**config.mk**
```make
export PLATFORM = sky130hd
export DESIGN_NAME = uart_tx_flat
export DESIGN_NICKNAME = d
export VERILOG_FILES = /design/src/rtl/uart_tx_if.sv /design/src/rtl/uart_tx.sv /design/src/flat_wrapper.sv
export SDC_FILE = /design/constraint.sdc
export NUM_CORES = 1
export LEC_CHECK = 0
export ABC_AREA = 1
export CORE_MARGIN = 2
export CORE_UTILIZATION = 50
export CTS_CLUSTER_DIAMETER = 200
export DETAILED_ROUTE_END_ITERATION = 16
export PLACE_DENSITY = 0.7
export SLEW_MARGIN = 20
export SYNTH_ARGS = -nofsm -noshare
export SYNTH_HDL_FRONTEND = slang
export SYNTH_SLANG_ARGS = --single-unit
```
**constraint.sdc**
```tcl
create_clock -name clk -period 231.8 [get_ports clk]
set_input_delay 23.18 -clock clk [delete_from_list [all_inputs] [get_ports clk]]
set_output_delay 23.18 -clock clk [all_outputs]
set_load 0.01 [all_outputs]
```
**src/rtl/uart_tx_if.sv**
```systemverilog
// Byte-side valid/ready handshake between a byte source and uart_tx.
interface uart_tx_if;
  logic [7:0] tx_data;
  logic       valid;
  logic       ready;

  modport master (output tx_data, output valid, input ready);
  modport slave  (input tx_data, input valid, output ready);
endinterface

```
**src/rtl/uart_tx.sv**
```systemverilog
// UART transmitter: 8 data bits LSB first, optional even/odd parity, 1/1.5/2 stop bits, runtime baud.
// Define UART_TX_FIFO_EN to place a FIFO_DEPTH-entry byte FIFO in front of the serialiser.
module uart_tx #(
  parameter int unsigned CLK_FREQ   = 25000000,
  parameter int unsigned FIFO_DEPTH = 4
) (
  input  logic        clk,
  input  logic        rst,
  input  logic [31:0] baudrate,
  input  logic [1:0]  stop_bits,
  input  logic        parity_en,
  input  logic        parity_type,
  uart_tx_if.slave    bus,
  output logic        busy,
  output logic        tx
);
  typedef enum logic [2:0] {IDLE, START, DATA, PARITY, STOP} state_t;

  state_t      state_reg, state_next;
  logic [31:0] baud_cnt_reg, baud_cnt_next;
  logic [2:0]  bit_cnt_reg, bit_cnt_next;
  logic [31:0] period_reg;
  logic [1:0]  stop_reg;
  logic        par_en_reg;
  logic        par_type_reg;
  logic [7:0]  data_reg;

  logic [31:0] period_now;
  logic        period_ok;
  logic        load;
  logic [31:0] bit_limit;
  logic        bit_end;

  // Bit period from the live baud input; a zero or sub-2-cycle period blocks new frames.
  assign period_now = (baudrate == 32'd0) ? 32'd0 : 32'(CLK_FREQ) / baudrate;
  assign period_ok  = (period_now >= 32'd2);

`ifdef UART_TX_FIFO_EN
  localparam int AW = $clog2(FIFO_DEPTH);

  logic [7:0]  fifo_mem [FIFO_DEPTH];
  logic [AW:0] wr_ptr_reg, rd_ptr_reg;
  logic        fifo_full, fifo_empty, push;

  assign fifo_empty = (wr_ptr_reg == rd_ptr_reg);
  assign fifo_full  = (wr_ptr_reg[AW] != rd_ptr_reg[AW]) &&
                      (wr_ptr_reg[AW-1:0] == rd_ptr_reg[AW-1:0]);
  assign load = (state_reg == IDLE) && !fifo_empty && period_ok;
  assign push = bus.valid && bus.ready;

  always_ff @(posedge clk or posedge rst) begin
    if (rst) begin
      wr_ptr_reg <= '0;
      rd_ptr_reg <= '0;
    end else begin
      if (push) wr_ptr_reg <= wr_ptr_reg + 1'b1;
      if (load) rd_ptr_reg <= rd_ptr_reg + 1'b1;
    end
  end

  // Registered RAM read: the popped byte lands in data_reg as the frame starts.
  always_ff @(posedge clk) begin
    if (push) fifo_mem[wr_ptr_reg[AW-1:0]] <= bus.tx_data;
    if (load) data_reg <= fifo_mem[rd_ptr_reg[AW-1:0]];
  end
`else
  assign load = bus.valid && bus.ready;

  always_ff @(posedge clk) begin
    if (load) data_reg <= bus.tx_data;
  end
`endif

  always_ff @(posedge clk or posedge rst) begin
    if (rst) begin
      state_reg    <= IDLE;
      baud_cnt_reg <= '0;
      bit_cnt_reg  <= '0;
      period_reg   <= '0;
      stop_reg     <= '0;
      par_en_reg   <= 1'b0;
      par_type_reg <= 1'b0;
    end else begin
      state_reg    <= state_next;
      baud_cnt_reg <= baud_cnt_next;
      bit_cnt_reg  <= bit_cnt_next;
      if (load) begin
        period_reg   <= period_now;
        stop_reg     <= stop_bits;
        par_en_reg   <= parity_en;
        par_type_reg <= parity_type;
      end
    end
  end

  // Stop bit length: code 1 is two periods, code 2 is one and a half (half truncated).
  always_comb begin
    bit_limit = period_reg;
    if (state_reg == STOP) begin
      case (stop_reg)
        2'd1:    bit_limit = period_reg << 1;
        2'd2:    bit_limit = period_reg + (period_reg >> 1);
        default: bit_limit = period_reg;
      endcase
    end
  end

  assign bit_end = (baud_cnt_reg == bit_limit - 32'd1);

  always_comb begin
    state_next    = state_reg;
    baud_cnt_next = baud_cnt_reg;
    bit_cnt_next  = bit_cnt_reg;
    if (state_reg == IDLE) begin
      if (load) begin
        state_next    = START;
        baud_cnt_next = '0;
        bit_cnt_next  = '0;
      end
    end else if (bit_end) begin
      baud_cnt_next = '0;
      case (state_reg)
        START:   state_next = DATA;
        DATA: begin
          bit_cnt_next = bit_cnt_reg + 3'd1;
          if (bit_cnt_reg == 3'd7) state_next = par_en_reg ? PARITY : STOP;
        end
        PARITY:  state_next = STOP;
        default: state_next = IDLE;
      endcase
    end else begin
      baud_cnt_next = baud_cnt_reg + 32'd1;
    end
  end

  always_comb begin
    busy = (state_reg != IDLE);
    case (state_reg)
      START:   tx = 1'b0;
      DATA:    tx = data_reg[bit_cnt_reg];
      PARITY:  tx = (^data_reg) ^ par_type_reg;
      default: tx = 1'b1;
    endcase
`ifdef UART_TX_FIFO_EN
    // A pop in the same cycle frees a slot, so a full FIFO can still take a byte.
    bus.ready = period_ok && (!fifo_full || load);
`else
    bus.ready = period_ok && (state_reg == IDLE);
`endif
  end
endmodule

```
**src/flat_wrapper.sv**
```systemverilog
// flat-port wrapper written by rule: the top's interface ports become plain ports
module uart_tx_flat 
#(
  parameter int unsigned CLK_FREQ   = 25000000,
  parameter int unsigned FIFO_DEPTH = 4
)
  (clk, rst, baudrate, stop_bits, parity_en, parity_type, busy, tx, bus_tx_data, bus_valid, bus_ready);
  uart_tx_if bus_i ();
  input  logic clk;
  input  logic rst;
  input  logic [31:0] baudrate;
  input  logic [1:0] stop_bits;
  input  logic parity_en;
  input  logic parity_type;
  output logic busy;
  output logic tx;
  input wire logic [$bits(bus_i.tx_data)-1:0] bus_tx_data;
  input wire logic [$bits(bus_i.valid)-1:0] bus_valid;
  output wire logic [$bits(bus_i.ready)-1:0] bus_ready;
  assign bus_i.tx_data = bus_tx_data;
  assign bus_i.valid = bus_valid;
  assign bus_ready = bus_i.ready;
  uart_tx #(.CLK_FREQ(CLK_FREQ), .FIFO_DEPTH(FIFO_DEPTH)) u_core (.clk(clk), .rst(rst), .baudrate(baudrate), .stop_bits(stop_bits), .parity_en(parity_en), .parity_type(parity_type), .bus(bus_i), .busy(busy), .tx(tx));
endmodule
```
## Word level (Yosys, flattened, before mapping)

Index checks and enable logic that the tools add are counted.

- Register bits after elaboration: 82
- Output and inout bits: 3
- Word-level logic and storage cells: 55

- $add $sub $neg: 4
- Divide/modulo/power cells: 1
- $lt $le $gt $ge: 2
- Equality and inequality tests: 10
- Muxes and demuxes: 19
- Bitwise gates (word level): 1
- Reduce and logical (&&, ||, !) cells: 10

Operators with widths:

| cell | number |
|---|---|
| 32-bit two-way mux | 5 |
| 32-bit one-hot mux with 2 select lines | 1 |
| 32-bit by 1-bit adder with 32-bit output (second input constant) | 1 |
| 32-bit by 31-bit adder with 32-bit output | 1 |
| 25-bit by 32-bit divider with 32-bit output (first input constant) | 1 |
| 32-bit equality test | 1 |
| 32-bit by 2-bit >= comparator with 1-bit output (second input constant) | 1 |
| 32-bit zero test | 1 |
| 32-bit by 1-bit subtractor with 32-bit output (second input constant) | 1 |
| 3-bit two-way mux | 9 |
| 3-bit one-hot mux with 3 select lines | 1 |
| 8-bit XOR reduction | 1 |
| 3-bit by 2-bit equality test with 1-bit output (second input constant) | 2 |
| 3-bit equality test (second input constant) | 2 |
| 3-bit AND reduction | 2 |
| 3-bit by 4-bit < comparator with 1-bit output (second input constant) | 1 |
| 2-bit nonzero test | 2 |
| 3-bit by 1-bit adder with 3-bit output (second input constant) | 1 |
| 1-bit binary-select mux with 3-bit select | 1 |
| 3-bit by 1-bit equality test with 1-bit output (second input constant) | 1 |
| 3-bit zero test | 1 |
| 3-bit by 1-bit != test with 1-bit output (second input constant) | 1 |
| 1-bit one-hot mux with 3 select lines | 1 |
| 3-bit nonzero test | 1 |
| 6 further kinds | 7 |

## Longest topological paths before layout

- Depth in word-level cells: 7
- Depth in mapped cells: 518

## Worst setup path after synthesis

No wires, ideal clock.

- Kind: input port to output port
- From: input port baudrate[6]
- To: output port bus_ready
- Arrival time: 81.323 ns
- Data required time: 208.620 ns
- Slack: 127.297 ns
- Stages: 469
- Cell sequence: inv_1 > nand2_2 > nor3_1 > o211ai_1 > or2_4 > nor2_4 > ha_1 > o21ai_2 > a21oi_1 > nand2_2 > inv_1 > nand2_1 > nand2_1 > ha_1 > nand2_1 > nand2_1 > a21oi_1 > inv_1 > [433 not listed] > nand2_1 > nand2_1 > a21oi_1 > o21ai_1 > o21ai_1 > o21ai_1 > nand2_1 > nand2_1 > nand2_1 > nand2_4 > inv_6 > nor2_1 > inv_1 > o2111ai_1 > nor3b_1 > nand4_1 > nand2_1 > inv_2

- Longest elaborated chain between the ends: 4
- Elaborated cells on any way between the ends: 5

RTL lines:

| element | RTL line | text |
|---|---|---|
| start, declared | flat_wrapper.sv:11 | `input logic [31:0] baudrate;` |
| 25-bit by 32-bit divider with 32-bit output or 32-bit zero test (tied branches) | uart_tx.sv:35 | `assign period_now = (baudrate == 32'd0) ? 32'd0 : 32'(CLK_FREQ) / baudrate;` |
| 32-bit two-way mux * | uart_tx.sv:35 |  |
| 32-bit by 2-bit >= comparator with 1-bit output * | uart_tx.sv:36 | `assign period_ok = (period_now >= 32'd2);` |
| 1-bit logical AND * | uart_tx.sv:148 | `bus.ready = period_ok && (state_reg == IDLE);` |
| end, declared | flat_wrapper.sv:19 | `output wire logic [$bits(bus_i.ready)-1:0] bus_ready;` |

Mark *: on every way between the ends. The rest lies on a longest branch, timed or not.

## Worst setup path in the final report

- From: input port baudrate[25]
- To: output port bus_ready

Same word-level chain as after synthesis.

==> impl_metrics.py <==
metrics = {
    "layout": {
        "layout-drive-gt1-share_pct": 7.079,
        "area_delta_synth_final_pct": 3.609,
        "largest_reg_flops": 32,
        "fin_nets": 6522,
        "final_area_um2": 37900,
    },
    "worst_setup_path": {
        "crit_slowest_cell": "inv_1",
        "required_ns": 208.62,
        "cp_slowest_stage_delay_ns": 0.70,
        "r2r-start": "u_core.period_reg[1]",
        "worstSetupStartpointType": "input pin",
        "critPathLaunch": "baudrate[25]",
        "crit_fanout": 43,
        "crit_top_cell": "nand2_1",
        "path_class": "in -> out",
        "end_kind": "output port",
        "cp.arrival_ns": 95.57,
    },
    "run_status": {
        "status": "finished clean",
    },
    "drt": {
        "via_per_inst": 5.567,
        "drt-wirelength-per-cell_um": 16.18,
        "drc": 0,
        "met3RoutedLength_mm": 8.183,
        "drt-pass1-iter-count": 6,
        "maxUsedRoutingLayer": "met5",
        "routed_wl_mm": 111.8,
        "num_vias": 38450,
        "drtIter0Drc": 3224,
        "drt-met1-wl_mm": 52.54,
        "wl_met2_mm": 47.68,
        "ant_nets": 0,
    },
    "sta": {
        "tns_ns": 0,
        "tightest_slew_ns": 1.097,
        "hold_viol_final": 0,
        "whs_ns": 0.5366,
        "slew_viol_final": 0,
        "skew_ns": 0.009008,
        "setup_violations": 0,
        "rsz0062_at_grt": "false",
        "fin_crit_sh_pct": 51.23,
        "max_freq_mhz": 8.421,
        "slew_headroom_pct": 26.56,
        "min_period_ns": 118.75,
        "fin_ws_ns": 113.05,
    },
    "pwr": {
        "switchingPower_uw": 42.07,
        "internal_power_uw": 43.90,
        "clkPwrFrac_pct": 17.4,
        "peakVddDrop_uv": 6.937,
        "totalPowerFinal_uw": 85.99,
        "leakage_uw": 0.02021,
        "pwr-share-comb_pct": 60.5,
        "sw_frac_of_total_pct": 48.92,
        "pwr-share-seq_pct": 22.0,
        "p_per_area_nw_per_um2": 2.269,
    },
    "logic_synthesis": {
        "synth_simple_gate_area_share_pct": 30.81,
        "synth_edf_count": 8,
        "synthMuxAreaShare_pct": 0.4515,
        "synth_top_family_by_area": "simple AND/OR/NAND/NOR gates",
        "seq_area_frac_synth_pct": 5.650,
        "synth_commonest_cells": "nand2_1, inv_1, a21oi_1",
        "async_reset_ff_share_pct": 90.12,
        "avgSynthCellArea_um2": 6.136,
        "synth_nets": 6542,
        "synth_top_cell_by_area": "ha_1",
        "synth_compound_area_share_pct": 22.09,
        "synth_ff_type": "dfrtp_1",
        "synthAdderAreaFrac_pct": 18.25,
        "synth.most_common_cell": "nand2_1",
        "synth_seq_cells": 81,
        "syn_inst": 5962,
        "yosys-top-cells-area": "ha_1, nand2_1, a21oi_1, xor2_1, inv_1",
        "yosysWarnings": 0,
        "synth_xor_area_share_pct": 11.95,
        "yosysTopAreaCellShare_pct": 18.20,
        "synth.cell_area_um2": 36580,
        "synth_cell_types": 98,
    },
    "grt": {
        "grt_max_degree": 54,
        "grt_pass1_wl_mm": 178.7,
        "antenna_found_initial": 6,
        "grt_pass1_vias": 35080,
        "grt.overflow.total": 0,
        "grtUsageTotal_pct": 28.95,
    },
    "clocking": {
        "cts_buffers": 9,
        "cts-root-buf": "clkbuf_16",
        "cts_hold_buffers": 0,
        "clock_path_buffers": 2,
        "cts_resized": 0,
        "htree_levels": 3,
        "cts_setup_buffers": 0,
        "cts_tree": "yes",
        "clk_latency_ns": 0.36,
        "cts.sinks": 81,
        "clk_pin_slew_ns": 0.06,
    },
    "placed_design": {
        "io_buffers": 49,
        "gp_congestion": 0.9650,
        "dp_slack_ns": 113.88,
        "place_area_um2": 37600,
        "dp_hpwl_mm": 89.42,
    },
    "floorplan": {
        "die_y_um": 274.5,
        "fp.dieW_um": 274.5,
        "ios": 50,
        "start_util_pct": 50.31,
        "rows": 99,
        "coreArea_um2": 72710,
        "die-area_um2": 75340,
    },
    "job": {
        "cap_viol_max_count": 0,
    },
    "worst_hold_path": {
        "worstHoldPathType": "reg -> reg",
        "hold_start": "u_core.state_reg[2]",
    },
}
==> per-layer routing <==
| metal | track usage (%) | vias to the layer above |
|---|---|---|
| met5 | 0 | - |
| met4 | 8.309 | 10 |
| met3 | 3.897 | 188 |
| met2 | 46.14 | 1195 |
| met1 | 40.40 | 17160 |
| li1 | - | 19900 |
==> worst max-delay path: cells and delay by family <==
family	cells	cell delay [ns]
simple gates	226	25.24
fa+ha+maj	29	8.85
compound gates	144	24.63
xor+xnor	1	0.14
buf+inv	70	13.20
==> logic make-up (layout without fill, tap and decap cells) <==
kind of cell	count (synthesis)	count (layout)
other	1	2
adder cells (fa/ha/maj)	533	533
flip-flops	81	81
AND/OR/NAND/NOR	2550	2550
buffers and inverters	914	899
AO/OA/AOI/OAI	1370	1370
multiplexers	14	14
XOR/XNOR	499	499
==> cells in the final DEF, fill, tap and decap left out, types with 43 or more instances in the layout <==
cell                n
a21oi_1           642
nand2_2            55
xnor2_1           151
o21ai_1            86
o21ai_0           282
o21ai_2            43
clkdlybuf4s50_1    48
nand3_1           286
or2_2              47
nor2_1            429
dfrtp_1            73
nand4_1            53
nand2_1          1454
o21bai_1           57
xor2_1            348
nor3_1             59
inv_1             745
ha_1              532
==> per-stage QoR <==
stage	cells	utilization (%)
after global routing	6907	52.13
final	6907	52.13
after global placement	6890	51.71
after floorplan	5962	-
after detailed placement	6890	51.72
after CTS	6906	52.12
==> power groups by stage <==
stage | combinational [uW] | clock, uW | sequential [uW]
3_3_place_gp | 50.8 | 0 | 19.2
2_1_floorplan | 40.4 | 0 | 18.5
4_1_cts | 51.6 | 15.2 | 18.9
3_5_place_dp | 51.3 | 0 | 19.1
5_1_grt | 58.0 | 15.8 | 19.4
6_report | 52.0 | 15.0 | 19.0
==> layout make-up <==
cell class	count	area (um2)
Tap cell	959	1200
Fill cell	7421	34810
Timing Repair Buffer	80	720.7
Inverter	803	3042
Antenna cell	1	2.502
Sequential cell	81	2067
Clock inverter	6	66.31
Clock buffer	10	229.0
Multi-Input combinational cell	4967	30570
==> final timing paths <==
check                                   endpoint  slack (ns)  cells after the start
max in group asynchronous  u_core.period_reg[14]      207.45                      3
min in group asynchronous    u_core.par_type_reg       23.28                      2
hold reg to reg              u_core.state_reg[2]        0.54                      2
hold / removal               u_core.state_reg[2]        0.54                      2
setup reg to reg             u_core.state_reg[0]      225.88                     37
setup / recovery                       bus_ready      113.05                    470
No activity file was read; power rests on OpenSTA's default activity.
